### src/rtl/serial_subtractor_pkg.sv
// Shared definitions for the bit-serial subtractor.
//   state_t       : FSM encoding (IDLE/SHIFT/DONE; 2'd3 is unused and recovers to IDLE)
//   DEFAULT_WIDTH : default operand/result width
package serial_subtractor_pkg;

    localparam int DEFAULT_WIDTH = 4;

    typedef enum logic [1:0] {
        ST_IDLE  = 2'd0,
        ST_SHIFT = 2'd1,
        ST_DONE  = 2'd2
    } state_t;

endpackage

### src/rtl/serial_subtractor_full_subtractor.sv
// Single-bit full subtractor cell: diff = a - b - bin, with borrow out.
// This is the subtract-direction twin of the adder's full-adder cell.
//   a, b, bin : minuend bit, subtrahend bit, borrow in
//   diff      : difference bit
//   bout      : borrow out (1 when a < b + bin)
module full_subtractor (
    input  logic a,
    input  logic b,
    input  logic bin,
    output logic diff,
    output logic bout
);

    assign diff = a ^ b ^ bin;
    assign bout = (~a & b) | (~(a ^ b) & bin);

endmodule

### src/rtl/serial_subtractor.sv
// Bit-serial A - B - bin engine. Operands load on an accepted start; one bit
// is resolved per clock, LSB first, through a single full_subtractor cell and
// a borrow flip-flop. The result and borrow-out are published on the last
// SHIFT edge and held until the next operation completes.
//   clk, rst   : clock, synchronous active-high reset
//   start      : request, accepted only while ready=1
//   A, B, bin  : minuend, subtrahend, borrow-in (sampled on accept)
//   ready      : high in IDLE and DONE
//   busy       : high in SHIFT
//   done       : one-cycle pulse when d/bout are fresh
//   d, bout    : difference mod 2^WIDTH and unsigned borrow-out
//
// state | meaning
// IDLE  | waiting for start; last result held
// SHIFT | one bit per cycle, WIDTH cycles total
// DONE  | result valid for one cycle; start here is accepted immediately
module serial_subtractor
    import serial_subtractor_pkg::*;
#(
    parameter int WIDTH = DEFAULT_WIDTH,
    parameter int CW    = 3
) (
    input  logic             clk,
    input  logic             rst,
    input  logic             start,
    input  logic [WIDTH-1:0] A,
    input  logic [WIDTH-1:0] B,
    input  logic             bin,
    output logic             ready,
    output logic             busy,
    output logic             done,
    output logic [WIDTH-1:0] d,
    output logic             bout
);

    localparam logic [CW-1:0] LAST_BIT = CW'(WIDTH - 1);

    state_t           r_state;
    logic [WIDTH-1:0] r_a_sh;
    logic [WIDTH-1:0] r_b_sh;
    logic [WIDTH-1:0] r_res;
    logic [WIDTH-1:0] r_d;
    logic [CW-1:0]    r_cnt;
    logic             r_brw;
    logic             r_bout;
    logic             r_ready;
    logic             r_busy;
    logic             r_done;

    logic             w_diff;
    logic             w_brw_nxt;

    full_subtractor u_fs (
        .a    (r_a_sh[0]),
        .b    (r_b_sh[0]),
        .bin  (r_brw),
        .diff (w_diff),
        .bout (w_brw_nxt)
    );

    always_ff @(posedge clk) begin
        if (rst) begin
            r_state <= ST_IDLE;
            r_a_sh  <= '0;
            r_b_sh  <= '0;
            r_res   <= '0;
            r_d     <= '0;
            r_cnt   <= '0;
            r_brw   <= 1'b0;
            r_bout  <= 1'b0;
            r_ready <= 1'b1;
            r_busy  <= 1'b0;
            r_done  <= 1'b0;
        end else begin
            r_done <= 1'b0;
            case (r_state)
                ST_IDLE, ST_DONE: begin
                    if (start) begin
                        r_a_sh  <= A;
                        r_b_sh  <= B;
                        r_brw   <= bin;
                        r_cnt   <= '0;
                        r_res   <= '0;
                        r_state <= ST_SHIFT;
                        r_ready <= 1'b0;
                        r_busy  <= 1'b1;
                    end else begin
                        r_state <= ST_IDLE;
                        r_ready <= 1'b1;
                        r_busy  <= 1'b0;
                    end
                end
                ST_SHIFT: begin
                    // Difference bits enter at the MSB so that after WIDTH
                    // shifts the LSB-first stream lines up as the result.
                    r_res  <= {w_diff, r_res[WIDTH-1:1]};
                    r_a_sh <= r_a_sh >> 1;
                    r_b_sh <= r_b_sh >> 1;
                    r_brw  <= w_brw_nxt;
                    r_cnt  <= r_cnt + CW'(1);
                    if (r_cnt == LAST_BIT) begin
                        // Publish straight from the cell outputs so d/bout
                        // are valid in the same cycle done is raised.
                        r_d     <= {w_diff, r_res[WIDTH-1:1]};
                        r_bout  <= w_brw_nxt;
                        r_done  <= 1'b1;
                        r_ready <= 1'b1;
                        r_busy  <= 1'b0;
                        r_state <= ST_DONE;
                    end
                end
                default: begin
                    r_state <= ST_IDLE;
                    r_ready <= 1'b1;
                    r_busy  <= 1'b0;
                end
            endcase
        end
    end

    assign ready = r_ready;
    assign busy  = r_busy;
    assign done  = r_done;
    assign d     = r_d;
    assign bout  = r_bout;

endmodule
### config.mk
export PLATFORM = sky130hd
export DESIGN_NAME = serial_subtractor
export DESIGN_NICKNAME = d
export VERILOG_FILES = /design/src/rtl/serial_subtractor_pkg.sv /design/src/rtl/serial_subtractor_full_subtractor.sv /design/src/rtl/serial_subtractor.sv
export SDC_FILE = /design/constraint.sdc
export NUM_CORES = 1
export LEC_CHECK = 0
export ABC_AREA = 1
export CAP_MARGIN = 20
export CORE_MARGIN = 2
export CORE_UTILIZATION = 25
export CTS_CLUSTER_DIAMETER = 100
export DETAILED_ROUTE_END_ITERATION = 16
export PLACE_DENSITY = 0.49
export SETUP_SLACK_MARGIN = 0.05
export SLEW_MARGIN = 10
export SYNTH_ARGS = -nofsm -noshare
export SYNTH_HDL_FRONTEND = slang
export SYNTH_SLANG_ARGS = --single-unit
### constraint.sdc
create_clock -name clk -period 2.3 [get_ports clk]
set_input_delay 0.46 -clock clk [delete_from_list [all_inputs] [get_ports clk]]
set_output_delay 0.46 -clock clk [all_outputs]
set_load 0.01 [all_outputs]
==> out/metrics.yaml, run 1 <==
run_status:
  outcome: "complete, no violations"
route:
  routed_wl_um: 2174
  drtPass1Iterations: 4
  drt_iter0_drc: 18
  viasPerCell: 4.278
  drc: 0
  ant_nets: 0
  vias: 877
  wire_per_inst_um: 10.60
final_layout:
  utilization_pct: 32.70
  n_antenna_cell: 0
  drive_gt1_share_pct: 8.387
  fillers: 434
  multiInputGateArea_um2: 446.7
  finalNetCount: 171
  syn2layout_area_growth_pct: 24.32
  seq_area_um2: 500.5
synthesis:
  ys_seq_area_share_pct: 47.23
  avgSynthCellArea_um2: 7.679
  async_flop_share_pct: 0
  yosysUniqueCellTypes: 19
  synth_edf_count: 0
  synth_top_cell_area_share_pct: 47.23
  synth_top_area_cell: "dfxtp_1"
  netlist_area_um2: 1060
  yosys-top-cells-count: "nand2_1, nand3_1, dfxtp_1"
  ys.flop_type: "dfxtp_1"
  ys_top_cells_by_area: "dfxtp_1, nand3_1, nand2_1"
  syn-num-nets: 153
  synth_cells: 138
  yosys_register_bits: 25
  yosysWarnings: 0
sta:
  finalSetupViolations: 0
  fin_skew_ps: 2.274
  fin_crit_ps: 1604
  fin_tns_setup_ps: 0
  relSlewSlack_pct: 68.63
  slew_violations: 0
  rsz0062_at_grt: "no"
  tightest_slew_ps: 469.4
  finalHoldViolations: 0
  fmax_mhz: 623.5
  fin_crit_sh_pct: 69.73
setup_path:
  crit_type: "flip-flop to output pin"
  r2r_slack_ps: 960
  reg2reg_depth: 6
  worstSetupEndpointType: "output pin"
  reg2reg_from: "r_state[0]"
  slowest_stage: "clkdlybuf4s50_1"
  crit_path_start_kind: "flip-flop"
  startpoint: "ready"
  path_delay_family: "buffers and inverters"
  r2r_end: "d[2]"
  cp.required_ps: 1840
  cp_cell_sequence: "clkdlybuf4s50_1"
  critPathBufInv: 1
  cp.arrival_ps: 1140
  critPathMaxStageDelay_ps: 540
  path_max_fanout: 2
placed_design:
  hpwl_um: 1517
  place.gp.congestion: 0.7119
  portBuffers: 19
die:
  ios: 20
  die_w_um: 69.11
  initial_core_util_pct: 26.30
  dieArea_um2: 4776
  num_rows: 23
  chipHeight_um: 69.11
  coreArea_um2: 4029
global_routing:
  grt_pass1_wl_um: 3643
  grt_use_total_pct: 9.166
  gr-total-overflow: 0
  grt_max_degree: 24
  first_global_vias: 834
  antenna_found_initial: 0
clock_tree:
  cts_htree_levels: 1
  cts_resized: 0
  post-cts-setup-buffer-count: 0
  tritoncts.num_buffers: 3
  ctsHoldBuffers: 0
  cts_tree: "done"
  cts.sinks: 25
  clk_pin_slew_ps: 90
  root_buffer: "clkbuf_8"
  clock_path_buffers: 2
  worstSkewPairLatency_ps: 260
power:
  irDropWorstVdd_mv: 0.3410
  powerDensity_nw_per_um2: 651.1
  p_leak_uw: 0.0005351
min_path:
  hp-class: "flip-flop to flip-flop"
  worstHoldStart: "d[0]"
  min_to: "d[0]"
  whs_path_depth: 2
job:
  drv_cap: 0
## state kept, by name, indices dropped and copies added (netlist names)
name and flops:
bout 1, busy 1, d 4, done 1
r_a_sh 4, r_b_sh 4, r_brw 1, r_cnt 3
r_res 3, r_state 2, ready 1
## tightest hold or removal path, delay by kind of cell, from the launching register on
kind / cells / cell delay [ps]
simple gates: 1 / 60
compound gates: 1 / 50
flops: 1 / 320
## metrics by stage
step / hold slack [ps] / cells / total power, µW / instance area, µm² / setup slack (ps)
5_1_grt: 492.5 / 205 / 907.8 / 1318 / 634.1
3_3_place_gp: 436.3 / 201 / 608.6 / 1271 / 624.0
3_5_place_dp: 454.5 / 201 / 611.0 / 1271 / 594.5
6_report: 464.7 / 205 / 857.8 / 1318 / 696.3
2_1_floorplan: 434.6 / 138 / 572.4 / 1060 / 1107
4_1_cts: 468.6 / 205 / 872.5 / 1318 / 674.8
## routing by layer
metal	share of wire, %	up-vias	track usage, %
li1	-	472	-
met5	0	-	0
met2	49	16	16.13
met1	46	387	10.94
met3	3.4	2	2.339
met4	1.2	0	2.614
## cell usage in the layout, fill, tap and decap left out
master            n
o21ai_1           2
dfxtp_1          25
nor2_1           10
clkbuf_8          3
a21oi_1          10
nor3_1            6
inv_2             3
nand2_1          26
nor2_4            1
nand2_2           2
ha_1              2
or2_2             1
nand3b_1          1
clkdlybuf4s50_1  19
nand3_1          26
inv_1            14
a21oi_2           1
clkinv_2          1
buf_4             1
fa_1              1
## how the worst max path moves through the flow
stage,end,slack (ps),cells past startpoint
2_1_floorplan,r_cnt[2],1110,4
3_3_place_gp,r_brw,620,6
3_5_place_dp,r_brw,590,6
4_1_cts,d[1],670,1
5_1_grt,d[3],630,1
6_report,ready,700,1
## layout make-up
class                   count  share of cell area [%]
well taps                  50                   4.748
inverters                  17                   4.843
clock buffers               3                   3.134
flip-flops and latches     25                   37.99
repair buffers             20                   15.00
multi-input cells          89                   33.90
clock inverters             1                  0.3799
## cells by family after synthesis
kind of cell	count (synthesis)	synth area share (%)
AND/OR/NAND/NOR	73	31.41
AO/OA/AOI/OAI	13	6.494
flip-flops	25	47.23
adder cells (fa/ha/maj)	3	4.250
buffers and inverters	24	10.63
## power by group
part | internal [µW] | total [µW] | switching (µW)
logic | 56.6 | 132 | 75.0
clock network | 121 | 257 | 136
registers | 457 | 469 | 12.2
total | 635 | 858 | 223
No activity file was read; power rests on OpenSTA's default activity.
==> run 2, diff against run 1 <==
--- a/config.mk
+++ b/config.mk
@@ -11,7 +11,7 @@
 export CORE_UTILIZATION = 25
 export CTS_CLUSTER_DIAMETER = 100
 export DETAILED_ROUTE_END_ITERATION = 16
-export PLACE_DENSITY = 0.49
+export PLACE_DENSITY = 0.51
 export SETUP_SLACK_MARGIN = 0.05
 export SLEW_MARGIN = 10
 export SYNTH_ARGS = -nofsm -noshare
==> constraint.sdc (replaced) <==
create_clock -name clk -period 1.29 [get_ports clk]
set_input_delay 0.258 -clock clk [delete_from_list [all_inputs] [get_ports clk]]
set_output_delay 0.258 -clock clk [all_outputs]
set_load 0.01 [all_outputs]
==> run 2 against run 1 <==
Wire length increased by 6.3%. Setup slack got worse by 600 ps. Worst hold slack got worse by 0.87 ps. Critical path type is now flip-flop to flip-flop.
==> out/metrics.yaml, run 2 (synthesis results as in run 1) <==
global_routing:
  first_global_vias: 947
  grt_max_degree: 17
  antenna_found_initial: 0
  grt_use_total_pct: 10.41
  grt_pass1_wl_um: 4057
  gr-total-overflow: 0
clock_tree:
  clk_pin_slew_ps: 90
  cts_htree_levels: 1
  root_buffer: "clkbuf_8"
  cts_tree: "done"
  cts.sinks: 25
  tritoncts.num_buffers: 3
  worstSkewPairLatency_ps: 270
  clock_path_buffers: 2
final_layout:
  utilization_pct: 35.00
  drive_gt1_share_pct: 17.28
  layout.cells.non_filler: 212
  n_antenna_cell: 0
  finalNetCount: 178
  syn2layout_area_growth_pct: 33.06
  final_cell_mix: "nand2_1, nand3_1, dfxtp_1"
  fillers: 445
die:
  dieArea_um2: 4776
  num_rows: 23
  ios: 20
  die_w_um: 69.11
  coreArea_um2: 4029
  initial_core_util_pct: 26.30
  chipHeight_um: 69.11
route:
  viasPerCell: 4.340
  drc: 0
  drtPass1Iterations: 4
  routed_wl_um: 2312
  vias: 920
  ant_nets: 0
  drt_iter0_drc: 28
  wire_per_inst_um: 10.91
sta:
  relSlewSlack_pct: 80.95
  tightest_slew_ps: 284.7
  finalSetupViolations: 0
  fin_crit_sh_pct: 92.43
  fin_ws_ps: 97.62
  fin_tns_setup_ps: 0
  fin_skew_ps: 5.026
  fmax_mhz: 838.7
  rsz0062_at_grt: "yes"
  fin_crit_ps: 1192
  slew_violations: 0
  holdWs_ps: 463.8
  finalHoldViolations: 0
placed_design:
  dp_slack_ps: -97.77
  place_inst: 207
  portBuffers: 19
  place.gp.congestion: 0.7845
  hpwl_um: 1687
setup_path:
  reg2reg_from: "r_cnt[0]"
  critPathMaxStageDelay_ps: 340
  path_max_fanout: 2
  crit_type: "flip-flop to flip-flop"
  r2r_slack_ps: 100
  cp.required_ps: 1500
  reg2reg_depth: 4
  cp_cell_sequence: "ha_2, ha_4, or2_2, a21oi_2"
  r2r_end: "r_cnt[2]"
  crit_path_start_kind: "flip-flop"
  cp.arrival_ps: 1400
  worstSetupEndpointType: "flip-flop"
  slowest_stage: "dfxtp_2"
run_status:
  outcome: "complete, no violations"
job:
  drv_cap: 0
power:
  p_leak_uw: 0.0006103
  irDropWorstVdd_mv: 0.3916
  powerDensity_nw_per_um2: 1123
min_path:
  whs_path_depth: 2
  min_to: "busy"
  worstHoldStart: "busy"
  hp-class: "flip-flop to flip-flop"
[run 2: cell types whose count changed in the layout (fill, tap and decap cells not counted), sizes merged]
cell           before  now
dlygate4sd2         0    8
buf                 1    8
clkdlybuf4s50      19   11
[run 2: layout make-up]
cell class	count	area [µm²]	area share [%]
well taps	50	62.56	4.437
clock inverters	1	5.005	0.3549
flip-flops and latches	25	504.2	35.76
clock buffers	3	41.29	2.928
multi-input cells	89	467.9	33.19
repair buffers	27	265.3	18.81
inverters	17	63.81	4.525
[run 2: repair_timing]
item,CTS,global route
cloned,0,0
pin swaps,0,3
setup buffers,1,0
endpoints found under the setup margin,13,7
resized for setup,13,4
hold buffers,0,0
[run 2: worst max path at each step]
stage	slack [ps]	cells after the start	start	endpoint
2_1_floorplan	100	4	r_cnt[0]	r_cnt[2]
3_3_place_gp	-110	5	start	r_a_sh[0]
3_5_place_dp	-100	5	start	r_a_sh[0]
5_1_grt	20	6	r_cnt[0]	ready
6_report	100	4	r_cnt[0]	r_cnt[2]
4_1_cts	60	4	r_cnt[0]	r_cnt[2]
[run 2: critical path, delay by kind of cell, from the launching register on]
family,cells,cell delay [ps]
AOI/OAI and AO/OA,1,110
adders and majority gates,2,390
DFF,1,340
and+or+nand+nor,1,290
[run 2: metrics by stage]
stage / total power [µW] / area, µm²
3_5_place_dp: 1125 / 1341
3_3_place_gp: 1120 / 1341
6_report: 1584 / 1410
2_1_floorplan: 1021 / 1060
4_1_cts: 1594 / 1396
5_1_grt: 1671 / 1410
[run 2: layer usage]
metal,GRT usage (%),vias up,part of all wire [%]
met4,5.011,0,1.3
met2,18.48,14,49
li1,-,490,-
met1,11.82,414,46
met3,2.047,2,2.9
met5,0,-,0
[run 2: power by group]
group | total, µW | switching, µW | internal [µW]
Sequential | 837 | 21.4 | 816
Clock | 473 | 257 | 216
Combinational | 274 | 142 | 131
